<file path="src/rtl/gray_seq_ctrl.sv">
// Range sequencer: walks a binary index over [lo, hi] up or down, one-shot or wrapping,
// and streams each step's binary index and Gray code over a valid/ready handshake.
module gray_seq_ctrl #(
   parameter int WIDTH = 4
) (
   input  logic             clk,
   input  logic             rst_n,
   input  logic             start,
   input  logic             stop,
   input  logic             dir,
   input  logic             wrap,
   input  logic [WIDTH-1:0] lo,
   input  logic [WIDTH-1:0] hi,
   input  logic             out_ready,
   output logic             out_valid,
   output logic [WIDTH-1:0] bin,
   output logic [WIDTH-1:0] gray,
   output logic             busy,
   output logic             done,
   output logic             err
);

   typedef enum logic [1:0] {
      ST_IDLE = 2'd0,
      ST_RUN  = 2'd1,
      ST_DONE = 2'd2
   } state_t;

   function automatic logic [WIDTH-1:0] bin2gray(input logic [WIDTH-1:0] b);
      return b ^ (b >> 1);
   endfunction

   state_t           state_q, state_d;
   logic [WIDTH-1:0] bin_q, bin_d;
   logic [WIDTH-1:0] lo_q, lo_d;
   logic [WIDTH-1:0] hi_q, hi_d;
   logic             dir_q, dir_d;
   logic             wrap_q, wrap_d;
   logic             valid_q, valid_d;
   logic             busy_q, busy_d;
   logic             done_q, done_d;
   logic             err_q, err_d;
   logic             fire_s;
   logic [WIDTH-1:0] first_s;
   logic [WIDTH-1:0] last_s;

   // Next-state, index stepping and status decode
   always_comb begin
      state_d = state_q;
      bin_d   = bin_q;
      lo_d    = lo_q;
      hi_d    = hi_q;
      dir_d   = dir_q;
      wrap_d  = wrap_q;
      err_d   = 1'b0;
      fire_s  = valid_q & out_ready;
      first_s = dir_q ? hi_q : lo_q;
      last_s  = dir_q ? lo_q : hi_q;

      case (state_q)
         ST_IDLE: begin
            if (start) begin
               if (lo > hi) begin
                  err_d = 1'b1;
               end else begin
                  lo_d    = lo;
                  hi_d    = hi;
                  dir_d   = dir;
                  wrap_d  = wrap;
                  bin_d   = dir ? hi : lo;
                  state_d = ST_RUN;
               end
            end else begin
               state_d = ST_IDLE;
            end
         end
         ST_RUN: begin
            // stop wins over wrap and end-of-pass; a concurrent fire still counts but bin holds
            if (stop) begin
               state_d = ST_IDLE;
            end else if (fire_s) begin
               if (bin_q == last_s) begin
                  if (wrap_q) begin
                     bin_d = first_s;
                  end else begin
                     state_d = ST_DONE;
                  end
               end else if (dir_q) begin
                  bin_d = bin_q - WIDTH'(1);
               end else begin
                  bin_d = bin_q + WIDTH'(1);
               end
            end else begin
               state_d = ST_RUN;
            end
         end
         ST_DONE: begin
            state_d = ST_IDLE;
         end
         default: begin
            state_d = ST_IDLE;
         end
      endcase

      valid_d = (state_d == ST_RUN);
      busy_d  = (state_d != ST_IDLE);
      done_d  = (state_d == ST_DONE);
   end

   // State, index, latched configuration and registered status flags
   always_ff @(posedge clk or negedge rst_n) begin
      if (!rst_n) begin
         state_q <= ST_IDLE;
         bin_q   <= '0;
         lo_q    <= '0;
         hi_q    <= '0;
         dir_q   <= 1'b0;
         wrap_q  <= 1'b0;
         valid_q <= 1'b0;
         busy_q  <= 1'b0;
         done_q  <= 1'b0;
         err_q   <= 1'b0;
      end else begin
         state_q <= state_d;
         bin_q   <= bin_d;
         lo_q    <= lo_d;
         hi_q    <= hi_d;
         dir_q   <= dir_d;
         wrap_q  <= wrap_d;
         valid_q <= valid_d;
         busy_q  <= busy_d;
         done_q  <= done_d;
         err_q   <= err_d;
      end
   end

   assign out_valid = valid_q;
   assign bin       = bin_q;
   assign gray      = bin2gray(bin_q);
   assign busy      = busy_q;
   assign done      = done_q;
   assign err       = err_q;

endmodule

</file>
<file path="config.mk">
export PLATFORM = sky130hd
export DESIGN_NAME = gray_seq_ctrl
export DESIGN_NICKNAME = d
export VERILOG_FILES = /design/src/rtl/gray_seq_ctrl.sv
export SDC_FILE = /design/constraint.sdc
export NUM_CORES = 1
export LEC_CHECK = 0
export ABC_CLOCK_PERIOD_IN_PS = 4600
export CAP_MARGIN = 10
export CELL_PAD_IN_SITES_DETAIL_PLACEMENT = 1
export CELL_PAD_IN_SITES_GLOBAL_PLACEMENT = 1
export CORE_MARGIN = 4
export CORE_UTILIZATION = 42
export DETAILED_ROUTE_END_ITERATION = 16
export GPL_TIMING_DRIVEN = 0
export PLACE_DENSITY_LB_ADDON = 0.1
export SLEW_MARGIN = 0
export SYNTH_ARGS = -nofsm -noshare
export SYNTH_HDL_FRONTEND = slang
export SYNTH_SLANG_ARGS = --single-unit
</file>
<file path="constraint.sdc">
create_clock -name clk -period 4.6 [get_ports clk]
set_input_delay 0.92 -clock clk [delete_from_list [all_inputs] [get_ports clk]]
set_output_delay 0.92 -clock clk [all_outputs]
set_load 0.02 [all_outputs]
</file>
Yosys cells after proc, flatten, opt, wreduce, memory -nomap -nowiden. Cells that the tools add are included.

Register bits after elaboration: 20. Bits of input ports: 15. Output and inout port bits: 12. Word-level logic and storage cells: 51.

Add/subtract/negate cells: 2. $lt $le $gt $ge: 1. Equal/unequal tests: 9. Muxes and demuxes: 21. Bitwise gates (word level): 3. Reductions and logical operators: 5.

Operators with widths (number): two-way mux 4 bit (10); two-way mux 2 bit (6); inequality test 2 bit (second input constant) (4); one-hot mux 4 bit (2 select lines) (1); AND reduction 6 bit (1); adder 4 x 1 -> 4 bit (second input constant) (1); equality test 2 x 1 -> 1 bit (second input constant) (2); equality test 4 bit (1); greater-than comparator 4 bit (1); one-hot mux 2 bit (2 select lines) (1); nonzero test 2 bit (2); subtractor 4 x 1 -> 4 bit (second input constant) (1); bitwise XOR 4 x 3 -> 4 bit (1); two-way mux 1 bit (3); inequality test 3 bit (second input constant) (1); AND reduction 3 bit (1); equality test 2 bit (second input constant) (1); zero test 2 bit (1); bitwise AND 1 bit (1); NOT 1 bit (1).

Depth between registers and ports, before layout. Gate-level depths: netlist of run 1.

Depth in word-level cells: 7. Gate-level depth with buffers: 10. Depth with buffers taken out: 8.

Worst setup path before layout of run 1. OpenSTA, ideal clock, no wires.

Kind: input-to-reg. Start: input hi[1]. End: register lo_q[1]. Library setup time: 0.125 ns. Arrival time: 2.646 ns. Required time: 4.475 ns. Setup slack: 1.829 ns. Stages: 9. Path buffers: 2. Cells stage by stage: inv_1 > ha_1 > nor2b_1 > o21ai_0 > a32o_1 > nor2b_1 > clkbuf_1 > clkbuf_1 > mux2_2.

Longest elaborated chain between the ends: 3.

Ends and longest elaborated chain: start: declaration (RTL line 13) `input logic [WIDTH-1:0] hi,`; greater-than comparator 4 bit (RTL line 63) `if (lo > hi) begin`; NOT 1 bit (no source line); AND reduction 3 bit (no source line); end signal: assignment (RTL line 126) `lo_q <= lo_d;`; end: declaration (RTL line 35) `logic [WIDTH-1:0] lo_q, lo_d;`.

No other way between the ends. A chain may end at the register's enable or synchronous reset.

Final worst setup path of run 1. Ends and elaborated chain as after synthesis.

==> results.toml, run 1 <==
[synth]
synth.lib_cells_used.distinct = 29
synth_sequential_area_ratio_pct = 38.9
yosysWarningCount = 0
mappedNetlistNets = 143
syn_area_sq_um = 1290
synth_top_area_share_pct = 38.9
ys_seq_elements = 20
synth_top_cell_by_area = "dfrtp_1"
syn_avg_cell_area_sq_um = 10.6
netlist_top_cells_area = "dfrtp_1 (39%), mux2i_1 (14%), mux2_2 (7.9%)"
syn_inst = 121

[place]
dp_slack_ns = 0.931
placed_cell_area_sq_um = 1580
dp_hpwl_mm = 2.27
place.gp.congestion = 0.719
dp_cells = 177
numPortBuffers = 25

[job]
drv.max_cap_violation_count = 0

[layout]
post_layout_nonfiller_instances = 181
insertedDiodeCount = 0
final_common_cell = "clkdlybuf4s50_1"
final_nets = 173
synthToLayoutAreaGrowth_pct = 25.3
post-route-util_pct = 56.5
fraction_of_layout_instances_using_a_drive_strength_above_1_pct = 12.0
final_cell_mix = "clkdlybuf4s50_1 (25), dfrtp_1 (20), mux2i_1 (18)"
final_area_sq_um = 1610

[timing]
timing.clock.skew_ns = 0.00227
hold_viol = 0
fin_setup_tns_ns = 0
fin_crit_ns = 3.32
timing_worst_slew_pin_value_ns = 0.919
worst_max_slew_margin_expressed_relative_to_the_limit_pct = 38.5
timing_max_transition_violations_final = 0
setup_viol = 0
setup_slack_ns = 1.28
rsz0062_at_grt = "no"
layout_worst_path_cycle_share_pct = 72.3
timing.fmax_mhz = 301

[clock_tree]
cts.sink_count = 20
clk_latency_ns = 0.31
clkSlewWorstSetupHoldPaths_ns = 0.12
post_cts_resized = 0
clock_tree.htree_level_count = 1
post_cts_hold_buffer_count = 0
cts_tree = "done"
clk_path_buf_depth = 2
ctsRootBufferMaster = "clkbuf_4"
cts_post_setup_buffers_inserted = 0
cts_made_buffers = 3

[floorplanning]
floorplan.die_area_sq_um = 4010
io_pins = 27
std_cell_rows = 19
die_x_um = 63.3
height_of_the_die_um = 63.3
initial_core_util_pct = 45.1
core_area_sq_um = 2850

[worst_setup_path]
setup.reg_to_reg.worst_slack_ns = 2.36
path_buf_inv = 4
worstSetupStartpoint = "hi[1]"
worstPathRequired_ns = 4.81
path_class = "primary input to flop"
crit_path_max_incr_delay_ns = 0.50
crit_fanout = 10
worst_setup_path_start_kind = "primary input"
reg2reg_to = "bin[0]$_DFFE_PN0P_"
arrival_ns = 3.54
timing.critical_path.slowest_stage_cell = "clkdlybuf4s50_1"
worstPathCellList = "clkdlybuf4s50_1 -> inv_1 -> ha_1 -> nor2b_1 -> o21ai_0 -> a32o_1 -> nor2b_1 -> clkbuf_1 -> clkbuf_1 -> mux2_2"
timing.critical_path.to_type = "flop"
critical_path_depth = 10
crit_path_end = "lo_q[1]$_DFFE_PN0P_"
launching_point_of_the_worst_reg2reg_path = "dir_q$_DFFE_PN0P_"
timing.critical_path.max_delay_family = "buffers and inverters"
reg2reg_depth = 7

[grt]
overall_global_routing_usage_pct = 15.8
vias_in_the_first_global_route = 1003
use_met2_pct = 24.4
met1_capacity_usage_during_global_routing_pct = 20.7
pin_count_of_the_biggest_net_entering_global_routing = 21
grt_first_pass_wirelength_mm = 4.89
grt.busiest_layer = "met2"
met3_usage_pct = 3.55
antenna_found_initial = 0
grt_overflow = 0

[status]
outcome = "finished, final reports clean"

[pwr]
cellPowerDensity_nw_per_um2 = 619
vdd.ir_drop.worst_mv = 0.309
cell_leakage_power_uw = 0.000707

[route]
total_drc_errors_in_the_routed_layout = 0
mean_number_of_vias_per_cell = 5.29
route.final.wire_length_mm = 2.84
drt.antenna.violating_nets = 0
drt-pass1-iter-count = 4
post_drt_wl_per_cell_um = 15.7
detailedRoute.firstIterationViolations = 37
vias = 957

[hold_path]
hold_start = "state_q[1]$_DFF_PN0_"
worst_hold_path_type = "flop to flop"
registers in the layout, summed over array words and instances (netlist names):
name,flops
bin,4
busy,1
dir_q,1
done,1
err,1
hi_q,4
lo_q,4
out_valid,1
state_q,2
wrap_q,1
through the flow:
stage | hold slack, ns | total power (uW)
5_1_grt | 0.579 | 1070
6_report | 0.537 | 997
4_1_cts | 0.547 | 1010
2_1_floorplan | 0.496 | 699
3_5_place_dp | 0.524 | 898
3_3_place_gp | 0.515 | 878
tightest hold or removal path, stage by stage, from the launching register on:
cell	delay [ns]
dfrtp_1	0.35
nor2_1	0.05
nand2_1	0.08
nor2_1	0.04
Yosys cell counts, drive strengths merged:
cell     count
dfrtp       20
mux2i       18
inv         11
mux2         9
nand2        9
ha           6
o21ai        6
xnor2        6
nor2         5
a21oi        4
clkbuf       4
xor2         4
buf          3
nor4         3
nor2b        2
o31ai        2
a21o         1
a32o         1
a32oi        1
and2         1
fa           1
nand2b       1
o2111ai      1
o211a        1
o22a         1
cell families after synthesis:
kind of cell               after synthesis  synth area share [%]
muxes                                   27                  21.9
and+or+nand+nor                         21                  8.66
DFF                                     20                  38.9
AOI/OAI and AO/OA                       18                  10.2
buffers and inverters                   18                  6.13
xor gates and xnor gates                10                  6.81
adders and majority gates                7                  7.39
routing by layer:
layer | vias up | part of all wire [%]
met1 | 452 | 47
met4 | 0 | 2.0
met2 | 25 | 46
met5 | - | 0
li1 | 476 | -
met3 | 4 | 5.0
how the worst min path moves through the flow:
stage,endpoint,slack [ns],cells after the start
finish,err$_DFF_PN0_,0.54,3
CTS,err$_DFF_PN0_,0.55,3
detailed placement,hi_q[3]$_DFFE_PN0P_,0.52,1
global placement,lo_q[1]$_DFFE_PN0P_,0.51,1
global route,err$_DFF_PN0_,0.58,3
floorplan,err$_DFF_PN0_,0.50,3
cell type report:
type,count,area [sq um]
Inverter,11,41.3
Timing Repair Buffer,25,250
Tap cell,31,38.8
Fill cell,336,1240
Clock buffer,4,36.3
Multi-Input combinational cell,83,707
Sequential cell,20,500
Buffer,7,37.5
power by group:
| part | switching, uW | internal, uW | total, uW |
|---|---|---|---|
| combinational | 302 | 296 | 598 |
| clock | 59.1 | 48.4 | 108 |
| sequential | 59.4 | 232 | 292 |
Power figures use the tool's default switching activity.
==> inputs of run 2 (changes only) <==
--- a/config.mk
+++ b/config.mk
@@ -5,12 +5,12 @@
 export SDC_FILE = /design/constraint.sdc
 export NUM_CORES = 1
 export LEC_CHECK = 0
-export ABC_CLOCK_PERIOD_IN_PS = 4600
+export ABC_CLOCK_PERIOD_IN_PS = 2900
 export CAP_MARGIN = 10
 export CELL_PAD_IN_SITES_DETAIL_PLACEMENT = 1
 export CELL_PAD_IN_SITES_GLOBAL_PLACEMENT = 1
 export CORE_MARGIN = 4
-export CORE_UTILIZATION = 42
+export CORE_UTILIZATION = 35
 export DETAILED_ROUTE_END_ITERATION = 16
 export GPL_TIMING_DRIVEN = 0
 export PLACE_DENSITY_LB_ADDON = 0.1
==> constraint.sdc (replaced) <==
create_clock -name clk -period 2.9 [get_ports clk]
set_input_delay 0.58 -clock clk [delete_from_list [all_inputs] [get_ports clk]]
set_output_delay 0.58 -clock clk [all_outputs]
set_load 0.02 [all_outputs]
==> results.toml, run 2 (synthesis gave the netlist of run 1 again) <==
[layout]
final_area_sq_um = 1650
final_nets = 173
insertedDiodeCount = 0
final_common_cell = "clkdlybuf4s50_1"
fraction_of_layout_instances_using_a_drive_strength_above_1_pct = 13.3
final_cell_mix = "clkdlybuf4s50_1 (25), dfrtp_1 (20), mux2i_1 (18)"
post_layout_nonfiller_instances = 196
synthToLayoutAreaGrowth_pct = 28.6

[timing]
fin_crit_ns = 2.76
timing_max_transition_violations_final = 0
timing.fmax_mhz = 363
hold_viol = 0
fin_setup_tns_ns = 0
timing_worst_slew_pin_value_ns = 0.902
timing.clock.skew_ns = 0.00311
rsz0062_at_grt = "no"
layout_worst_path_cycle_share_pct = 95.1
setup_viol = 0
worst_max_slew_margin_expressed_relative_to_the_limit_pct = 39.7

[place]
placed_cell_area_sq_um = 1590
place.gp.congestion = 0.714
dp_hpwl_mm = 2.31
numPortBuffers = 25
dp_cells = 192

[clock_tree]
cts_post_setup_buffers_inserted = 0
clk_path_buf_depth = 2
clk_latency_ns = 0.25
ctsRootBufferMaster = "clkbuf_8"
cts.sink_count = 20
clkSlewWorstSetupHoldPaths_ns = 0.08
cts_tree = "done"
clock_tree.htree_level_count = 1
cts_made_buffers = 3

[floorplanning]
core_area_sq_um = 3440
floorplan.die_area_sq_um = 4710
io_pins = 27
height_of_the_die_um = 68.6
std_cell_rows = 21
initial_core_util_pct = 37.4
die_x_um = 68.6

[route]
mean_number_of_vias_per_cell = 4.90
drt-pass1-iter-count = 2
drt.antenna.violating_nets = 0
vias = 960
total_drc_errors_in_the_routed_layout = 0
detailedRoute.firstIterationViolations = 35
route.final.wire_length_mm = 2.86
post_drt_wl_per_cell_um = 14.6

[worst_setup_path]
crit_fanout = 10
reg2reg_to = "bin[0]$_DFFE_PN0P_"
timing.critical_path.to_type = "flop"
worstPathRequired_ns = 3.05
reg2reg_depth = 7
worst_setup_path_start_kind = "primary input"
arrival_ns = 2.90
worstSetupStartpoint = "hi[1]"
setup.reg_to_reg.worst_slack_ns = 0.65
path_class = "primary input to flop"
launching_point_of_the_worst_reg2reg_path = "dir_q$_DFFE_PN0P_"
crit_path_end = "lo_q[2]$_DFFE_PN0P_"

[grt]
grt_first_pass_wirelength_mm = 4.86
pin_count_of_the_biggest_net_entering_global_routing = 21
vias_in_the_first_global_route = 1042
overall_global_routing_usage_pct = 14.0
antenna_found_initial = 0
grt_overflow = 0

[status]
outcome = "finished, final reports clean"

[pwr]
vdd.ir_drop.worst_mv = 0.230
cell_leakage_power_uw = 0.000722
cellPowerDensity_nw_per_um2 = 984

[hold_path]
worst_hold_path_type = "flop to flop"

[job]
drv.max_cap_violation_count = 0
## run 2: how the worst min path moves through the flow
| stage | startpoint | endpoint | slack (ns) | cells past startpoint |
|---|---|---|---|---|
| after floorplan | rst_n | bin[0]$_DFFE_PN0P_ | 0.28 | 0 |
| after global placement | hi_q[1]$_DFFE_PN0P_ | hi_q[1]$_DFFE_PN0P_ | 0.52 | 1 |
| after detailed placement | hi_q[0]$_DFFE_PN0P_ | hi_q[0]$_DFFE_PN0P_ | 0.52 | 1 |
| after CTS | hi_q[0]$_DFFE_PN0P_ | hi_q[0]$_DFFE_PN0P_ | 0.54 | 1 |
| after global routing | hi_q[1]$_DFFE_PN0P_ | hi_q[1]$_DFFE_PN0P_ | 0.57 | 1 |
| final | hi_q[0]$_DFFE_PN0P_ | hi_q[0]$_DFFE_PN0P_ | 0.54 | 1 |
## run 2: where the power goes
part | switching (uW) | internal [uW]
clock network | 91.6 | 121
logic | 480 | 472
registers | 93.7 | 369
total | 665 | 961
## run 2: area by class of cell
class	count	area [sq um]
buffer	7	42.5
clock buffer	4	55.1
fill	373	1790
inverter	11	41.3
multi-input combinational	83	707
sequential	20	500
tap	46	57.6
timing repair buffer	25	250
## run 2: what timing repair did
action / 4_1_cts / 5_1_grt
setup endpoints to repair: 8 / 4
hold buffers: 0 / 0
gates resized for setup: 2 / 2
## run 2: stage by stage
stage,total power (uW),hold slack (ns),worst slack (ns),util [%]
2_1_floorplan,1110,0.284,0.469,-
3_3_place_gp,1400,0.516,-0.415,46.3
3_5_place_dp,1430,0.523,-0.479,46.3
4_1_cts,1650,0.541,0.0970,48.0
5_1_grt,1770,0.568,0.00453,48.1
6_report,1630,0.536,0.142,48.1
## run 2: worst max-delay path, stage by stage
cell	delay, ns
clkdlybuf4s50_1	0.50
inv_1	0.05
ha_1	0.28
nor2b_1	0.13
o21ai_0	0.18
a32o_1	0.18
nor2b_1	0.15
clkbuf_2	0.24
clkbuf_4	0.26
mux2_2	0.35
## run 2: routing by layer
metal	part of all wire [%]	vias up	global-route usage (%)
met5	0	-	0
met4	0.81	0	3.72
met3	4.5	4	2.27
met2	48	20	24.4
met1	46	459	17.7
li1	-	477	-
==> inputs of run 3 (changes only) <==
--- a/config.mk
+++ b/config.mk
@@ -6,7 +6,6 @@
 export NUM_CORES = 1
 export LEC_CHECK = 0
 export ABC_CLOCK_PERIOD_IN_PS = 2900
-export CAP_MARGIN = 10
 export CELL_PAD_IN_SITES_DETAIL_PLACEMENT = 1
 export CELL_PAD_IN_SITES_GLOBAL_PLACEMENT = 1
 export CORE_MARGIN = 4
==> results of run 3 <==
Final layout, timing and power as in run 2 (identical DEF).
